===== src/rtl/dsp_slice_arbiter_pkg.sv =====
// Shared types and constants for the DSP slice arbiter and its round-robin picker.
// The DSP port bundle widths and the NOP bundle are reused by every ALU client.
package dsp_slice_arbiter_pkg;

  localparam int DSP_INS_W  = 44;  // {opmode[7:0], a[17:0], b[17:0]}
  localparam int DSP_OUTS_W = 84;  // {m[35:0], p[47:0]}

  localparam logic [7:0]           DSP_NOP_OPMODE = 8'h00;
  localparam logic [DSP_INS_W-1:0] DSP_NOP_INS    = {DSP_NOP_OPMODE, 18'h0, 18'h0};

  typedef enum logic [1:0] {
    ARB_IDLE  = 2'd0,
    ARB_OWN   = 2'd1,
    ARB_DRAIN = 2'd2
  } arb_state_e;

  function automatic int wrap_inc(input int value, input int modulus);
    return (value + 1) % modulus;
  endfunction

endpackage


===== src/rtl/rr_priority_pick.sv =====
// Combinational round-robin selector: first eligible bit at or above ptr, wrapping.
// Shared with the voice allocator, so it carries no arbiter-specific state.
module rr_priority_pick #(
  parameter int N     = 4,
  parameter int PTR_W = $clog2(N)
) (
  input  logic [N-1:0]     eligible,
  input  logic [PTR_W-1:0] ptr,
  output logic [N-1:0]     pick,
  output logic [PTR_W-1:0] pick_idx,
  output logic             valid
);

  logic [PTR_W-1:0] idx;

  // NOTE: every output of a combinational block gets a default first, so no path leaves it unassigned and no latch is inferred.
  always_comb begin
    pick     = '0;
    pick_idx = '0;
    valid    = 1'b0;
    idx      = '0;
    for (int k = 0; k < N; k++) begin
      idx = PTR_W'((int'(ptr) + k) % N);
      if (!valid && eligible[idx]) begin
        valid     = 1'b1;
        pick[idx] = 1'b1;
        pick_idx  = idx;
      end
    end
  end

endmodule


===== src/rtl/dsp_slice_arbiter.sv =====
// Grants one shared DSP48A1 slice to a client for a whole calculation, round-robin,
// and drains the M/P pipeline with NOPs between owners so results never leak across.
module dsp_slice_arbiter
  import dsp_slice_arbiter_pkg::*;
#(
  parameter int NUM_CLIENTS     = 4,
  parameter int DRAIN_CYCLES    = 3,
  parameter int MAX_HOLD_CYCLES = 1024
) (
  input  logic                             clk,
  input  logic                             reset,
  input  logic [NUM_CLIENTS-1:0]           req,
  output logic [NUM_CLIENTS-1:0]           grant,
  input  logic [DSP_INS_W*NUM_CLIENTS-1:0] cl_dsp_ins_flat,
  output logic [DSP_OUTS_W-1:0]            cl_dsp_outs_flat,
  output logic [DSP_INS_W-1:0]             dsp_ins_flat,
  input  logic [DSP_OUTS_W-1:0]            dsp_outs_flat,
  output logic                             hold_timeout_err
);

  localparam int PTR_W   = $clog2(NUM_CLIENTS);
  localparam int DRAIN_W = (DRAIN_CYCLES > 1) ? $clog2(DRAIN_CYCLES) : 1;
  localparam int HOLD_W  = (MAX_HOLD_CYCLES > 1) ? $clog2(MAX_HOLD_CYCLES) : 1;
  localparam bit WDOG_EN = (MAX_HOLD_CYCLES != 0);

  localparam logic [DRAIN_W-1:0] DRAIN_LAST = DRAIN_W'(DRAIN_CYCLES - 1);
  localparam logic [HOLD_W-1:0]  HOLD_LAST  = HOLD_W'((MAX_HOLD_CYCLES > 0) ? MAX_HOLD_CYCLES - 1 : 0);

  arb_state_e             state, state_n;
  logic [NUM_CLIENTS-1:0] grant_n, revoked, revoked_n, revoke_set, eligible, pick;
  logic [PTR_W-1:0]       owner, owner_n, rr_ptr, rr_ptr_n, pick_idx;
  logic [HOLD_W-1:0]      hold_cnt, hold_cnt_n;
  logic [DRAIN_W-1:0]     drain_cnt, drain_cnt_n;
  logic                   err_n, pick_valid, owner_req, timeout;

  assign eligible  = req & ~revoked;
  assign owner_req = req[owner];
  assign timeout   = WDOG_EN && (hold_cnt == HOLD_LAST);

  rr_priority_pick #(
    .N     (NUM_CLIENTS),
    .PTR_W (PTR_W)
  ) u_pick (
    .eligible (eligible),
    .ptr      (rr_ptr),
    .pick     (pick),
    .pick_idx (pick_idx),
    .valid    (pick_valid)
  );

  always_comb begin
    state_n     = state;
    grant_n     = grant;
    owner_n     = owner;
    rr_ptr_n    = rr_ptr;
    hold_cnt_n  = hold_cnt;
    drain_cnt_n = drain_cnt;
    err_n       = hold_timeout_err;
    revoke_set  = '0;

    case (state)
      ARB_IDLE: begin
        if (pick_valid) begin
          grant_n    = pick;
          owner_n    = pick_idx;
          hold_cnt_n = '0;
          state_n    = ARB_OWN;
        end
      end

      ARB_OWN: begin
        hold_cnt_n = hold_cnt + 1'b1;
        // A dropped request wins over a timeout landing on the same cycle.
        if (!owner_req || timeout) begin
          grant_n     = '0;
          rr_ptr_n    = PTR_W'(wrap_inc(int'(owner), NUM_CLIENTS));
          drain_cnt_n = '0;
          state_n     = ARB_DRAIN;
          if (owner_req) begin
            err_n      = 1'b1;
            revoke_set = grant;
          end
        end
      end

      ARB_DRAIN: begin
        drain_cnt_n = drain_cnt + 1'b1;
        if (drain_cnt == DRAIN_LAST) begin
          state_n = ARB_IDLE;
          if (pick_valid) begin
            grant_n    = pick;
            owner_n    = pick_idx;
            hold_cnt_n = '0;
            state_n    = ARB_OWN;
          end
        end
      end

      default: begin
        state_n = ARB_IDLE;
        grant_n = '0;
      end
    endcase

    // A revoked client is released only once it has let go of req.
    revoked_n = (revoked & req) | revoke_set;
  end

  // NOTE: state registers use non-blocking assignments so every flop samples pre-edge values regardless of statement order.
  always_ff @(posedge clk or negedge reset) begin
    if (!reset) begin
      state            <= ARB_IDLE;
      grant            <= '0;
      owner            <= '0;
      rr_ptr           <= '0;
      hold_cnt         <= '0;
      drain_cnt        <= '0;
      revoked          <= '0;
      hold_timeout_err <= 1'b0;
    end else begin
      state            <= state_n;
      grant            <= grant_n;
      owner            <= owner_n;
      rr_ptr           <= rr_ptr_n;
      hold_cnt         <= hold_cnt_n;
      drain_cnt        <= drain_cnt_n;
      revoked          <= revoked_n;
      hold_timeout_err <= err_n;
    end
  end

  // Unregistered so a client's issue-to-M latency is the same as owning the slice directly.
  always_comb begin
    dsp_ins_flat = DSP_NOP_INS;
    for (int i = 0; i < NUM_CLIENTS; i++) begin
      if (grant[i]) dsp_ins_flat = cl_dsp_ins_flat[DSP_INS_W*i +: DSP_INS_W];
    end
  end

  assign cl_dsp_outs_flat = dsp_outs_flat;

  a_grant_onehot0: assert property (@(posedge clk) disable iff (!reset) $onehot0(grant));

  a_owner_stable: assert property (@(posedge clk) disable iff (!reset)
    (state == ARB_OWN && owner_req && !timeout) |=> $stable(grant));

endmodule


===== config.mk =====
export PLATFORM = sky130hd
export DESIGN_NAME = dsp_slice_arbiter
export DESIGN_NICKNAME = d
export VERILOG_FILES = /design/src/rtl/dsp_slice_arbiter_pkg.sv /design/src/rtl/rr_priority_pick.sv /design/src/rtl/dsp_slice_arbiter.sv
export SDC_FILE = /design/constraint.sdc
export NUM_CORES = 1
export LEC_CHECK = 0
export CAP_MARGIN = 20
export CORE_AREA = 2 2 153 155
export CTS_CLUSTER_SIZE = 20
export DETAILED_ROUTE_END_ITERATION = 10
export DIE_AREA = 0 0 155 157
export GPL_TIMING_DRIVEN = 0
export PLACE_DENSITY = 0.52
export RECOVER_POWER = 50
export SETUP_SLACK_MARGIN = 0.05
export SYNTH_ARGS = -nofsm -noshare
export SYNTH_HDL_FRONTEND = slang
export SYNTH_SLANG_ARGS = --single-unit

===== constraint.sdc =====
create_clock -name clk -period 5.7 [get_ports clk]
set_clock_uncertainty 0.2 [all_clocks]
set_input_delay 0.855 -clock clk [delete_from_list [all_inputs] [get_ports clk]]
set_output_delay 0.855 -clock clk [all_outputs]
set_load 0.01 [all_outputs]

# Word level (Yosys, flattened, before mapping)
# Index checks and enable logic that the tools add are counted.
[totals] inputBits=266 out_inout_bits=133 ff_bits=27 word_cells=114
[op_classes] muxes=54 order_cmp=9 n_eq_ne=7 bitwise_logic=7 reduce_logical=23 add_sub_neg=6
[op_table] cell="44-bit two-way mux" count=4
[op_table] cell="4-bit two-way mux" count=10
[op_table] cell="10-bit case mux with 3 select lines" count=1
[op_table] cell="10-bit two-way mux" count=2
[op_table] cell="2-bit two-way mux" count=10
[op_table] cell="4-bit bitwise OR" count=4
[op_table] cell="2-bit by 3-bit less-than comparator with 1-bit output (second input constant)" count=5
[op_table] cell="1-bit two-way mux" count=14
[op_table] cell="4-bit case mux with 3 select lines" count=1
[op_table] cell="10-bit by 1-bit adder with 10-bit output (second input constant)" count=1
[op_table] cell="1-bit binary-select mux with 2-bit select" count=5
[op_table] cell="10-bit equality test (second input constant)" count=1
[op_table] cell="2-bit AND reduction" count=5
[op_table] cell="4-bit bitwise AND" count=2
[op_table] cell="1-bit demux with 2-bit select" count=4
[op_table] cell="2-bit by 1-bit greater-or-equal comparator with 1-bit output (second input constant)" count=4
[op_table] cell="2-bit case mux with 2 select lines" count=2
[op_table] cell="1-bit logical AND" count=7
[op_table] cell="2-bit by 1-bit adder with 2-bit output (second input constant)" count=3
[op_table] cell="2-bit inequality test (second input constant)" count=3
[op_table] cell="2-bit case mux with 3 select lines" count=1
[op_table] cell="3-bit AND reduction" count=2
[op_table] cell="2-bit adder (second input constant)" count=2
[op_table] cell="2-bit equality test (second input constant)" count=2
[op_table] cell="other kinds (7)" count=11

# Depth between registers and ports, before layout
[logic_depth] ltp_word=17 ltp_mapped=10 mapped_depth_nobuf=7

# By module
# From an unflattened synthesis, not the netlist that was laid out.
[unflattened] cells_unflattened=465 hier_area_um2=3706.1
[by_module_without_submodules] mod="dsp_slice_arbiter" seq_area_each_um2=675.6 cells_each=420 area_each_um2=3286.9 n_inst=1
[by_module_without_submodules] mod="rr_priority_pick" seq_area_each_um2=0.0 cells_each=45 area_each_um2=419.2 n_inst=1

# Least setup slack after synthesis
# No wires, ideal clock.
[synth_timing] path_type="flip-flop to flip-flop" from="register rr_ptr[0]" to="register grant[2]" path_stages_with_launch=11 t_required_ns=5.374 synth_period_minus_slack_ns=2.742 setup_ns=0.126 path_buffers=3 path_slack_ns=2.958 arrival_time_ns=2.416 cell_sequence="dfrtp_1 -> buf_6 -> clkinv_2 -> ha_1 -> buf_2 -> and4b_1 -> or4_1 -> clkbuf_1 -> nand2_1 -> a311oi_1 -> a221o_1"
[synth_via] elab_chain_cells=15 elab_cells_between_ends=51 cone_classes="3 x add/sub; 8 x order compare; 27 x mux; 3 x bitwise; 10 x reduce/logical"
[synth_lines] item="start, declared" line_no="dsp_slice_arbiter.sv:31" source="logic [PTR_W-1:0] owner, owner_n, rr_ptr, rr_ptr_n, pick_idx;"
[synth_lines] item="start signal, assigned" line_no="dsp_slice_arbiter.sv:124" source="rr_ptr <= rr_ptr_n;"
[synth_lines] item="branches (longest 12 deep; another with 2-bit by 3-bit less-than comparator with 1-bit output)"
[synth_lines] item="4-bit two-way mux *" line_no="dsp_slice_arbiter.sv:63, dsp_slice_arbiter.sv:90"
[synth_lines] item="4-bit two-way mux" line_no="dsp_slice_arbiter.sv:88" source="if (drain_cnt == DRAIN_LAST) begin"
[synth_lines] item="4-bit case mux with 3 select lines *" line_no="dsp_slice_arbiter.sv:61" source="case (state)"
[synth_lines] item="end signal, assigned" line_no="dsp_slice_arbiter.sv:122" source="grant <= grant_n;"
[synth_lines] item="end, declared" line_no="dsp_slice_arbiter.sv:13" source="output logic [NUM_CLIENTS-1:0] grant,"
# Mark *: on every way between the ends. The select of a mux whose other input is x is not followed.
# A chain may end at the register's enable or synchronous reset.

# Final worst setup path
[layout_timing] from="register grant[0]" to="output port dsp_ins_flat[32]"
[layout_via] elab_chain_cells=4
[layout_lines] item="44-bit two-way mux (4 in series)" line_no="dsp_slice_arbiter.sv:136" source="if (grant[i]) dsp_ins_flat = cl_dsp_ins_flat[DSP_INS_W*i +: DSP_INS_W];"
[layout_lines] item="end, declared" line_no="dsp_slice_arbiter.sv:16" source="output logic [DSP_INS_W-1:0] dsp_ins_flat,"
# Every way passes these cells.

==> flow_metrics.tcl <==
set metrics [dict create \
    die_w_um 155 \
    rrSetupSlack_ps 2540 \
    antenna_cells 0 \
    synth_area_leaders "dfrtp_1 18%, buf_4 17%, a22oi_1 8.7%" \
    startpoint "grant[0]" \
    ys.flop_type "dfrtp_1" \
    syn_area_per_cell_um2 7.17 \
    grt_overflow 0 \
    clock_path_buffers 2 \
    area.growth.synth_to_final_pct 96.1 \
    fin_util_pct 32.5 \
    core-area_um2 22500 \
    reg2reg_depth 10 \
    yosys_warnings 0 \
    p_leak_nw 2.92 \
    viasPerCell 4.42 \
    synth.top_cell.area_share_pct 18.1 \
    hold_end "hold_timeout_err" \
    fin_crit_ps 4350 \
    ant_nets 0 \
    dr_total_vias 4966 \
    cts_setup_buffers 0 \
    grt_start_max_net_pins 15 \
    hp-start "hold_timeout_err" \
    crit_path_max_fanout 10 \
    relSlewSlack_pct 42.6 \
    antenna_found_initial 1 \
    place_hpwl_um 18800 \
    grt_pass1_vias 4810 \
    ys_seq_elements 27 \
    min_path_type "flip-flop to flip-flop" \
    tightestPinTransition_ps 861 \
    ios 399 \
    slew_viol_final 0 \
    gp_congestion 0.840 \
    insertion_delay_ps 270 \
    grt_pass1_wl_um 31000 \
    first_pass_iters 5 \
    fin_setup_tns_ps 0 \
    clk_pin_slew_ps 70 \
    die_area_um2 24300 \
    post_cts_resize_count 0 \
    dp_cells 1120 \
    synthDistinctLibCells 51 \
    total_power_w 0.00220 \
    min_period_over_period_pct 76.4 \
    grt_use_total_pct 17.1 \
    setup_viol_count_final 0 \
    dieHeight_um 157 \
    postSynth.asyncResetShare_pct 100 \
    nets 1116 \
    status "finished clean" \
    syn_inst 520 \
    r2r-start "rr_ptr[0]" \
    h-tree-depth 1 \
    cts_sinks 27 \
    drt_iter0_drc 335 \
    cts-root-buf "clkbuf_16" \
    maxCapViolations 0 \
    ys_seq_area_share_pct 18.1 \
    layout.cells.non_filler 1124 \
    rsz0062_at_grt "no" \
    tritoncts "done" \
    startpoint_type "flip-flop" \
    worstPathArrival_ps 3300 \
    wl_um 22600 \
    synthTopCellsByCount "84 x buf_4, 62 x nor2_1, 58 x nand2_1" \
    r2r-end "grant[3]" \
    min_path_cells 1 \
    synth.most_common_cell "buf_4" \
    post-route-drc-count 0 \
    p_per_area_nw_per_um2 301 \
    critPathCaptureType "output port" \
    row_count 55 \
    synth_area_leader_cell "dfrtp_1" \
    hold_violations 0 \
    criticalPathCategory "flip-flop to output port" \
    cts_buffers 3 \
    syn-num-nets 796 \
    wire_per_inst_um 20.1 \
    fillers 2396 \
    cts_hold_buf 0 \
    vdd_drop_max_v 0.000119 \
    fmax_ghz 0.230 \
    portBuffers 314 \
    drive_gt1_share_pct 13.6 \
    netlist_area_um2 3730 \
    synth-edff-count 0 \
    cp_data_required_time_ps 4640 \
    start_util_pct 16.6 \
]
==> how the worst max path moves through the flow <==
stage,endpoint,cells past startpoint
4_1_cts,dsp_ins_flat[7],8
5_1_grt,dsp_ins_flat[32],8
3_3_place_gp,dsp_ins_flat[7],8
3_5_place_dp,dsp_ins_flat[7],8
2_1_floorplan,grant[2],10
6_report,dsp_ins_flat[32],8
==> through the flow <==
stage | hold slack [ps] | setup WS (ps) | area [um^2]
after floorplan | 257 | 2960 | 3730
after global placement | 253 | 1680 | 7230
after detailed placement | 256 | 1700 | 7240
after CTS | 273 | 1400 | 7320
after global routing | 299 | 1160 | 7310
final | 262 | 1350 | 7310
==> per-layer routing <==
| layer | vias to the layer above | share of wire (%) | wire, um | global-route usage, % |
|---|---|---|---|---|
| li1 | 2403 | - | - | - |
| met1 | 2314 | 44 | 9890 | 23.0 |
| met2 | 230 | 48 | 10900 | 28.9 |
| met3 | 17 | 6.5 | 1470 | 2.89 |
| met4 | 2 | 1.3 | 299 | 3.00 |
| met5 | - | 0.035 | 8 | 0 |
==> cells in the final DEF (no fill, tap or decap), types with 3 or more instances in the layout <==
| master | count |
|---|---|
| nand2b_1 | 4 |
| a221o_1 | 4 |
| inv_1 | 4 |
| nor3_1 | 7 |
| a311oi_1 | 4 |
| nand3_1 | 9 |
| nand2_1 | 58 |
| xor2_1 | 8 |
| nor2b_1 | 5 |
| ha_1 | 10 |
| a22o_1 | 5 |
| o211ai_1 | 5 |
| mux4_2 | 3 |
| a21oi_1 | 51 |
| nand4_1 | 3 |
| clkbuf_1 | 28 |
| clkbuf_8 | 5 |
| nor2_1 | 62 |
| dfrtp_1 | 27 |
| o21ai_0 | 55 |
| a22oi_1 | 43 |
| clkdlybuf4s50_1 | 253 |
| dlygate4sd3_1 | 61 |
| buf_4 | 84 |
| buf_6 | 5 |
| clkbuf_16 | 3 |
==> critical path, cell delays in order, from the launching register on <==
cell	delay (ps)
dfrtp_1	500
nor2b_1	170
clkbuf_1	400
clkbuf_1	490
a22oi_1	130
nor2_1	120
a21oi_1	50
o21ai_0	510
clkdlybuf4s50_1	660
==> flip-flops by register name, summed over array words and instances (netlist names) <==
signal and flops:
hold_cnt 10, grant 4, revoked 4, drain_cnt 2
owner 2, rr_ptr 2, state 2, hold_timeout_err 1
==> final cells by class <==
class	count	area, um^2	share of cell area [%]
tap	285	357	4.88
buffer	122	867	11.9
timing repair buffer	315	3150	43.0
inverter	5	20.0	0.274
clock buffer	4	78.8	1.08
sequential	27	676	9.24
multi-input combinational	366	2170	29.6
==> cells by family (layout without fill, tap and decap cells) <==
logic type      after synthesis  after routing  synth area share [%]
xor+xnor                      8              8                  1.88
flops                        27             27                  18.1
mux                           5              5                  2.82
fa+ha+maj                    10             10                  3.36
buf+inv                     127            446                  23.8
simple gates                166            166                  20.8
compound gates              177            177                  29.2
==> power by group <==
part | switching [W] | internal [W] | leakage, nW
clock network | 0.0000694 | 0.0000960 | 0.0382
registers | 0.0000644 | 0.000238 | 0.357
logic | 0.000906 | 0.000825 | 2.52
total | 0.00104 | 0.00116 | 2.92
No activity file was read; power rests on OpenSTA's default activity.
